--- config.mk ---
export PLATFORM = sky130hd
export DESIGN_NAME = nv_fifo_rwsthp_80x15
export DESIGN_NICKNAME = d
export VERILOG_FILES = /design/src/rtl/nv_fifo_rwsthp_80x15_pkg.sv /design/src/rtl/nv_ram_rwsthp_80x15.sv /design/src/rtl/nv_fifo_rwsthp_80x15.sv
export SDC_FILE = /design/constraint.sdc
export NUM_CORES = 1
export LEC_CHECK = 0
export BUFFER_PORTS_ARGS = -buffer_cell sky130_fd_sc_hd__buf_2
export CORE_AREA = 2 2 379 381
export DETAILED_ROUTE_END_ITERATION = 10
export DIE_AREA = 0 0 381 383
export GPL_ROUTABILITY_DRIVEN = 0
export GPL_TIMING_DRIVEN = 0
export PLACE_DENSITY_LB_ADDON = 0.25
export SYNTH_ARGS = -nofsm -noshare
export SYNTH_HDL_FRONTEND = slang
export SYNTH_SLANG_ARGS = --single-unit
--- constraint.sdc ---
create_clock -name clk -period 6.9 [get_ports clk]
set_input_delay 0.69 -clock clk [delete_from_list [all_inputs] [get_ports clk]]
set_output_delay 0.69 -clock clk [all_outputs]
set_load 0.005 [all_outputs]
--- src/rtl/nv_fifo_rwsthp_80x15_pkg.sv ---
// rtl/nv_fifo_rwsthp_80x15_pkg.sv - shared constants and pointer helper for the 80x15 FIFO and its RAM
package nv_fifo_rwsthp_80x15_pkg;

   localparam int DEPTH = 80;
   localparam int WIDTH = 15;
   localparam int PTR_W = 7;
   localparam int CNT_W = 7;

   function automatic logic [PTR_W-1:0] ptr_inc(input logic [PTR_W-1:0] p);
      return (p == PTR_W'(DEPTH - 1)) ? '0 : p + 1'b1;
   endfunction

endpackage

--- src/rtl/nv_ram_rwsthp_80x15.sv ---
// rtl/nv_ram_rwsthp_80x15.sv - 80x15 RAM with latched read address, output register and bypass mux
module nv_ram_rwsthp_80x15
   import nv_fifo_rwsthp_80x15_pkg::*;
(
   input  logic             clk,
   input  logic [31:0]      pwrbus_ram_pd,
   input  logic [PTR_W-1:0] ra,
   input  logic             re,
   input  logic [PTR_W-1:0] wa,
   input  logic             we,
   input  logic [WIDTH-1:0] di,
   input  logic             byp_sel,
   input  logic [WIDTH-1:0] dbyp,
   input  logic             ore,
   output logic [WIDTH-1:0] dout
);

   logic [WIDTH-1:0] mem_q [DEPTH];
   logic [PTR_W-1:0] ra_d_q, ra_d_d;
   logic [WIDTH-1:0] dout_q, dout_d;
   logic             unused_pwrbus;

   assign unused_pwrbus = ^pwrbus_ram_pd;

   always_comb begin
      ra_d_d = re ? ra : ra_d_q;
      dout_d = dout_q;
      if (ore) begin
         dout_d = byp_sel ? dbyp : mem_q[ra_d_q];
      end
   end

   // Storage has no reset; the FIFO control never reads a slot it has not written.
   always_ff @(posedge clk) begin
      if (we) begin
         mem_q[wa] <= di;
      end
      ra_d_q <= ra_d_d;
      dout_q <= dout_d;
   end

   assign dout = dout_q;

endmodule

--- src/rtl/nv_fifo_rwsthp_80x15.sv ---
// rtl/nv_fifo_rwsthp_80x15.sv - 80+1 entry valid/ready FIFO sequencing a two-stage-read RAM with bypass
module nv_fifo_rwsthp_80x15
   import nv_fifo_rwsthp_80x15_pkg::*;
(
   input  logic             clk,
   input  logic             rst,
   input  logic             wr_pvld,
   output logic             wr_prdy,
   input  logic [WIDTH-1:0] wr_pd,
   output logic             rd_pvld,
   input  logic             rd_prdy,
   output logic [WIDTH-1:0] rd_pd,
   output logic [CNT_W-1:0] fifo_cnt,
   input  logic [31:0]      pwrbus_ram_pd
);

   logic [PTR_W-1:0] wr_ptr_q, wr_ptr_d;
   logic [PTR_W-1:0] rd_ptr_q, rd_ptr_d;
   logic [CNT_W-1:0] ram_cnt_q, ram_cnt_d;
   logic [CNT_W-1:0] unf_cnt_q, unf_cnt_d;
   logic [CNT_W-1:0] fifo_cnt_q, fifo_cnt_d;
   logic             s1_vld_q, s1_vld_d;
   logic             s2_vld_q, s2_vld_d;

   logic             s2_free, wr_acc, byp, ore, ore_ram, we, re, pop;
   logic [PTR_W-1:0] wa;

   always_comb begin
      s2_free = !s2_vld_q || rd_prdy;
      wr_prdy = !rst && (ram_cnt_q != CNT_W'(DEPTH));
      wr_acc  = wr_pvld && wr_prdy;
      byp     = wr_acc && (ram_cnt_q == '0) && !s1_vld_q && s2_free;
      ore     = !rst && (s1_vld_q || byp) && s2_free;
      ore_ram = ore && s1_vld_q;
      we      = wr_acc && !byp;
      wa      = wr_ptr_q;
      // A word written this cycle only becomes fetchable once unf_cnt_q counts it.
      re      = !rst && (unf_cnt_q != '0) && (!s1_vld_q || ore);
      pop     = s2_vld_q && rd_prdy;
   end

   always_comb begin
      wr_ptr_d   = we ? ptr_inc(wr_ptr_q) : wr_ptr_q;
      rd_ptr_d   = re ? ptr_inc(rd_ptr_q) : rd_ptr_q;
      ram_cnt_d  = ram_cnt_q + CNT_W'(we) - CNT_W'(ore_ram);
      unf_cnt_d  = unf_cnt_q + CNT_W'(we) - CNT_W'(re);
      fifo_cnt_d = fifo_cnt_q + CNT_W'(wr_acc) - CNT_W'(pop);
      s1_vld_d   = re ? 1'b1 : (ore_ram ? 1'b0 : s1_vld_q);
      s2_vld_d   = ore ? 1'b1 : (rd_prdy ? 1'b0 : s2_vld_q);
   end

   always_ff @(posedge clk) begin
      if (rst) begin
         wr_ptr_q   <= '0;
         rd_ptr_q   <= '0;
         ram_cnt_q  <= '0;
         unf_cnt_q  <= '0;
         fifo_cnt_q <= '0;
         s1_vld_q   <= 1'b0;
         s2_vld_q   <= 1'b0;
      end else begin
         wr_ptr_q   <= wr_ptr_d;
         rd_ptr_q   <= rd_ptr_d;
         ram_cnt_q  <= ram_cnt_d;
         unf_cnt_q  <= unf_cnt_d;
         fifo_cnt_q <= fifo_cnt_d;
         s1_vld_q   <= s1_vld_d;
         s2_vld_q   <= s2_vld_d;
      end
   end

   nv_ram_rwsthp_80x15 u_ram (
      .clk           (clk),
      .pwrbus_ram_pd (pwrbus_ram_pd),
      .ra            (rd_ptr_q),
      .re            (re),
      .wa            (wa),
      .we            (we),
      .di            (wr_pd),
      .byp_sel       (byp),
      .dbyp          (wr_pd),
      .ore           (ore),
      .dout          (rd_pd)
   );

   assign rd_pvld  = s2_vld_q;
   assign fifo_cnt = fifo_cnt_q;

   a_cnt_max : assert property (@(posedge clk) disable iff (rst) fifo_cnt_q <= CNT_W'(DEPTH + 1));
   a_no_ovf  : assert property (@(posedge clk) disable iff (rst) !(wr_acc && (fifo_cnt_q == CNT_W'(DEPTH + 1))));
   a_no_unf  : assert property (@(posedge clk) disable iff (rst) !(pop && (fifo_cnt_q == '0)));

endmodule

Yosys cells after proc, flatten, opt, wreduce, memory -nomap -nowiden:

Memories as Yosys holds them, arrays and structs flattened. A register that Yosys moved wholly into a read port is not among the register bits.
Index checks and enable logic that the tools add are counted.

* multiplexer cells: 10
* eq/ne operators: 3
* $add $sub $neg: 8
* reductions and logical operators: 23

Operators by type and width (number)
* adder 7 x 1 -> 7 bit: 3
* two-way mux 7 bit: 3
* subtractor 7 x 1 -> 7 bit: 3
* two-way mux 15 bit: 1
* adder 7 x 1 -> 7 bit (second input constant): 2
* equality test 7 bit (second input constant): 2
* logical AND 1 bit: 12
* zero test 7 bit: 1
* != test 7 bit (second input constant): 1
* nonzero test 7 bit: 1
* two-way mux 1 bit: 6
* zero test 1 bit: 4
* nonzero test 2 bit: 2
* logical OR 1 bit: 3

* output and inout port bits: 24
* RAM bits: 1200
* memories: 1
* word-level logic and storage cells: 54
* input port bits: 51
* flip-flop bits (word level): 59

Memories
* u_ram.mem_q: depth 80, bits a word 15, rd ports 1, clocked after memory_dff 1, wr ports 1, RTL line nv_ram_rwsthp_80x15.sv:18 `logic [WIDTH-1:0] mem_q [DEPTH];`

Logic depth before layout (Yosys ltp):

* depth after elaboration: 12
* depth in mapped cells: 17
* mapped depth without buffers: 17

Cells and area by module:

From an unflattened synthesis, not the netlist that was laid out.

* cells, all modules: 2410
* area total of the unflattened synthesis: 49772.7 um2

By module, submodules not included
* nv_ram_rwsthp_80x15: instances 1, cells an instance 2129, seq. area each 36835.3 um2, area each 47352.9 um2
* nv_fifo_rwsthp_80x15: instances 1, cells an instance 281, seq. area each 740.7 um2, area each 2419.8 um2

Least setup slack after synthesis:

Ideal clock, no wire load.

* path kind: input port to flip-flop
* from: input rst
* to: register unf_cnt_q[6]
* data arrival time: 3.612 ns
* stages on the path: 13
* setup time: 0.071 ns
* path slack: 3.217 ns
* buffers on the path: 2
* data required time: 6.829 ns
* cells stage by stage: buf_2 a221oi_1 clkbuf_1 ha_1 inv_1 ha_1 fa_1 a21oi_1 o21bai_1 a21oi_1 nor2_1 or3_1 a21oi_1

* word-level cells in the longest chain between the ends: 12

RTL lines
* from (decl): RTL line nv_fifo_rwsthp_80x15.sv:6 `input logic rst,`
* zero test 1 bit (*): RTL line nv_fifo_rwsthp_80x15.sv:30, nv_fifo_rwsthp_80x15.sv:33, nv_fifo_rwsthp_80x15.sv:38
* logical AND 1 bit: RTL line nv_fifo_rwsthp_80x15.sv:30 `wr_prdy = !rst && (ram_cnt_q != CNT_W'(DEPTH));`
* logical AND 1 bit: RTL line nv_fifo_rwsthp_80x15.sv:31 `wr_acc = wr_pvld && wr_prdy;`
* logical AND 1 bit (3 in a row): RTL line nv_fifo_rwsthp_80x15.sv:32 `byp = wr_acc && (ram_cnt_q == '0) && !s1_vld_q && s2_free;`
* logical OR 1 bit: RTL line nv_fifo_rwsthp_80x15.sv:33 `ore = !rst && (s1_vld_q || byp) && s2_free;`
* logical AND 1 bit (2 in a row): RTL line nv_fifo_rwsthp_80x15.sv:33
* logical OR 1 bit: RTL line nv_fifo_rwsthp_80x15.sv:38 `re = !rst && (unf_cnt_q != '0) && (!s1_vld_q || ore);`
* logical AND 1 bit (*): RTL line nv_fifo_rwsthp_80x15.sv:38
* net re: RTL line nv_fifo_rwsthp_80x15.sv:25 `logic s2_free, wr_acc, byp, ore, ore_ram, we, re, pop;`
* subtractor 7 x 1 -> 7 bit (*): RTL line nv_fifo_rwsthp_80x15.sv:46 `unf_cnt_d = unf_cnt_q + CNT_W'(we) - CNT_W'(re);`
* to (signal assigned): RTL line nv_fifo_rwsthp_80x15.sv:65 `unf_cnt_q <= unf_cnt_d;`
* to (decl): RTL line nv_fifo_rwsthp_80x15.sv:20 `logic [CNT_W-1:0] unf_cnt_q, unf_cnt_d;`

Mark *: on every way through the listed nets, which the timed path passes. The rest lies on a longest branch.
A chain may end at the register's enable or synchronous reset.

==> results.cfg <==
[outcome]
status = finished, final reports clean

[clock_network]
cts-htree-levels = 4
insertion_delay_ps = 750
cts_tree = built
cts_made_buffers = 132
cts_resized = 0
cts_root_buf = clkbuf_16
clk_path_buf_depth = 3
path_clk_slew_ps = 60
post_cts_buffers = 0
ctsHoldBuffers = 0
numClockSinks = 1266

[setup_path]
rr_endpoint = u_ram.dout[7]
cpLargestDelayFamily = compound AO/OA/AOI/OAI gates
worstPathCellList = buf_4, buf_2, buf_2, nor2_1, clkbuf_1, a22oi_1, nand2_1, a22oi_1, o311ai_0
worstPathRequired_ps = 7220
r2r_slack_ps = 2240
startpoint_type = flop
end_kind = flop
critPathMaxFanout = 10
worst-path-buf-inv = 4
critPathSlowestCell = a22oi_1
max_stage_delay_ps = 740
path_class = flop to flop
rr_worst_depth = 9
arrival_ps = 4970

[logic_synthesis]
synth.most_common_cell = edfxtp_1
yosysTopAreaCell = edfxtp_1
synth_simple_gate_area_frac = 0.0314
synth-xor-area-share = 0.00337
avgSynthCellArea_um2 = 20.3
synth_edf_count = 1222
synth_mux_area_frac = 0.144
syn_area_mm2 = 0.0494
synth_ff_type = edfxtp_1
synthArstFlopShare = 0
yosys-top-cells-area = edfxtp_1, mux4_2, dfxtp_1, mux2i_1, a22oi_1
synthAdderAreaFrac = 0.00806
synth_common_cells = edfxtp_1, mux4_2, nor2_1
ys_warn_count = 0
synth_compound_area_frac = 0.0352
synth_top_area_share = 0.743
synth_cells = 2437
ys_ff_latch = 1266
yosysSeqAreaShare = 0.761
ys_types = 60
syn-num-nets = 2518
synth_top_family_by_area = multiplexers

[global_routing]
antenna_found_initial = 17
grt_max_degree = 82
grt_overflow = 0
grtUsageTotal = 0.196
grt_pass1_vias = 26200
grt_first_pass_wirelength_um = 201000

[sta]
max_freq_ghz = 0.215
final-hold-violation-count = 0
min_period_ps = 4660
skew_ps = 25.4
rsz0062_at_grt = false
tightest_slew_ps = 1350
fin_tns_setup_ps = 0
setup_viol_count_final = 0
slew_headroom = 0.0766
drv_slew = 0
period_share = 0.675
hold_ws_ps = 269

[hold_path]
holdPathEnd = ram_cnt_q[0]
whs_path_depth = 2
hold_start = rst
hp-class = input pin to flop

[floorplanning]
fp.dieW_um = 381
die_height_um = 383
coreArea_mm2 = 0.142
initial_core_util = 0.347
dieArea_mm2 = 0.146
ioPinCount = 75
row_count = 139

[routing]
wl_per_cell_um = 30.7
drc_errors = 0
drt_iter0_markers = 3258
dr.pass1.iters = 6
vias = 26000
vias_per_cell = 5.54
antenna_left = 0
wirelength_um = 145000

[power_and_ir_drop]
ir_drop_mv = 0.259
power.leakage_uw = 0.0181
p_per_area_mw_per_mm2 = 372

[cells_and_area]
syn_to_final_growth_pct = 16.8
post_route_cells_drive_above_1_share = 0.266
nNetsFinal = 2775
finalNonFillerCells = 4701

[job]
drv_cap = 0

[placement]
dp_cells = 4463
dp_hpwl_um = 96900
portBuffers = 41
[worst max-delay path by stage]
stage | startpoint | to | slack (ps) | cells after the start
global route | flop | u_ram.dout[3] | 2130 | 9
global placement | rd_prdy | u_ram.dout[2] | 60 | 8
CTS | flop | u_ram.dout[3] | 2360 | 9
floorplan | rst | unf_cnt_q[6] | 3220 | 13
finish | flop | u_ram.dout[7] | 2240 | 9
detailed placement | rd_prdy | unf_cnt_q[6] | 2310 | 14
[layout make-up]
| type | count | area (um2) |
|---|---|---|
| diodes | 1 | 2.50 |
| plain buffers | 127 | 704 |
| clock buffers | 173 | 3610 |
| clock inverters | 64 | 529 |
| fillers | 12700 | 84600 |
| inverters | 35 | 131 |
| multi-input cells | 1009 | 11200 |
| flip-flops and latches | 1266 | 37600 |
| well taps | 1903 | 2380 |
| repair buffers | 123 | 1560 |
[flip-flops by register name, summed over array words and instances, names as in the netlist, named ones only]
register and count:
ram_cnt_q 7, wa 7, rd_ptr_q 7, u_ram.dout 15
fifo_cnt 7, u_ram.ra_d_q 7, u_ram.mem_q 1200, unf_cnt_q 7
s1_vld_q 1, rd_pvld 1
[layout by cell type, fill, tap and decap left out, drive strengths merged, types with 9 or more instances in the layout]
| master | count |
|---|---|
| a22oi | 88 |
| a221o | 9 |
| mux2i | 79 |
| edfxtp | 1222 |
| a211oi | 14 |
| o21ai | 24 |
| mux2 | 25 |
| inv | 39 |
| xor2 | 11 |
| clkbuf | 214 |
| dfxtp | 44 |
| buf | 209 |
| nor2 | 124 |
| nand2 | 96 |
| a31oi | 10 |
| a21oi | 60 |
| mux4 | 267 |
| clkinv | 49 |
| nor2b | 28 |
| nor3 | 11 |
| nand3 | 28 |
| bufinv | 9 |
| ha | 27 |
[stage by stage]
stage               cell area (um2)  worst slack, ps   util  power (uW)
finish                        57700             2240  0.405       21500
global route                  57700             2130  0.405       22100
CTS                           57700             2360  0.405       21500
detailed placement            53500             2310  0.376       14600
global placement              52000             55.6  0.365       14500
floorplan                     49400             3220      -       12200
[kinds of logic after synthesis]
| kind of cell | after synthesis |
|---|---|
| XOR/XNOR | 19 |
| AO/OA/AOI/OAI | 252 |
| multiplexers | 371 |
| flip-flops | 1266 |
| buffers and inverters | 162 |
| adder cells (fa/ha/maj) | 30 |
| AND/OR/NAND/NOR | 337 |
[routing by layer]
metal | global-route usage | routed length, um
met5 | 0 | 39
met3 | 0.0457 | 12200
met2 | 0.312 | 68000
met4 | 0.0760 | 5440
met1 | 0.262 | 58800
[power by group]
group | internal, uW | leakage, uW | switching, uW | total (uW)
clock | 4010 | 0.00202 | 2910 | 6920
sequential | 8590 | 0.0114 | 86.0 | 8670
combinational | 2180 | 0.00469 | 3670 | 5860
[worst reg2reg max path: stages (launching register included)]
cell and delay [ps]:
dfxtp_1 320, buf_4 200, buf_2 410, buf_2 570, nor2_1 420, clkbuf_1 430
a22oi_1 330, nand2_1 180, a22oi_1 740, o311ai_0 630
Note: power is estimated with default switching activity, not from simulation.
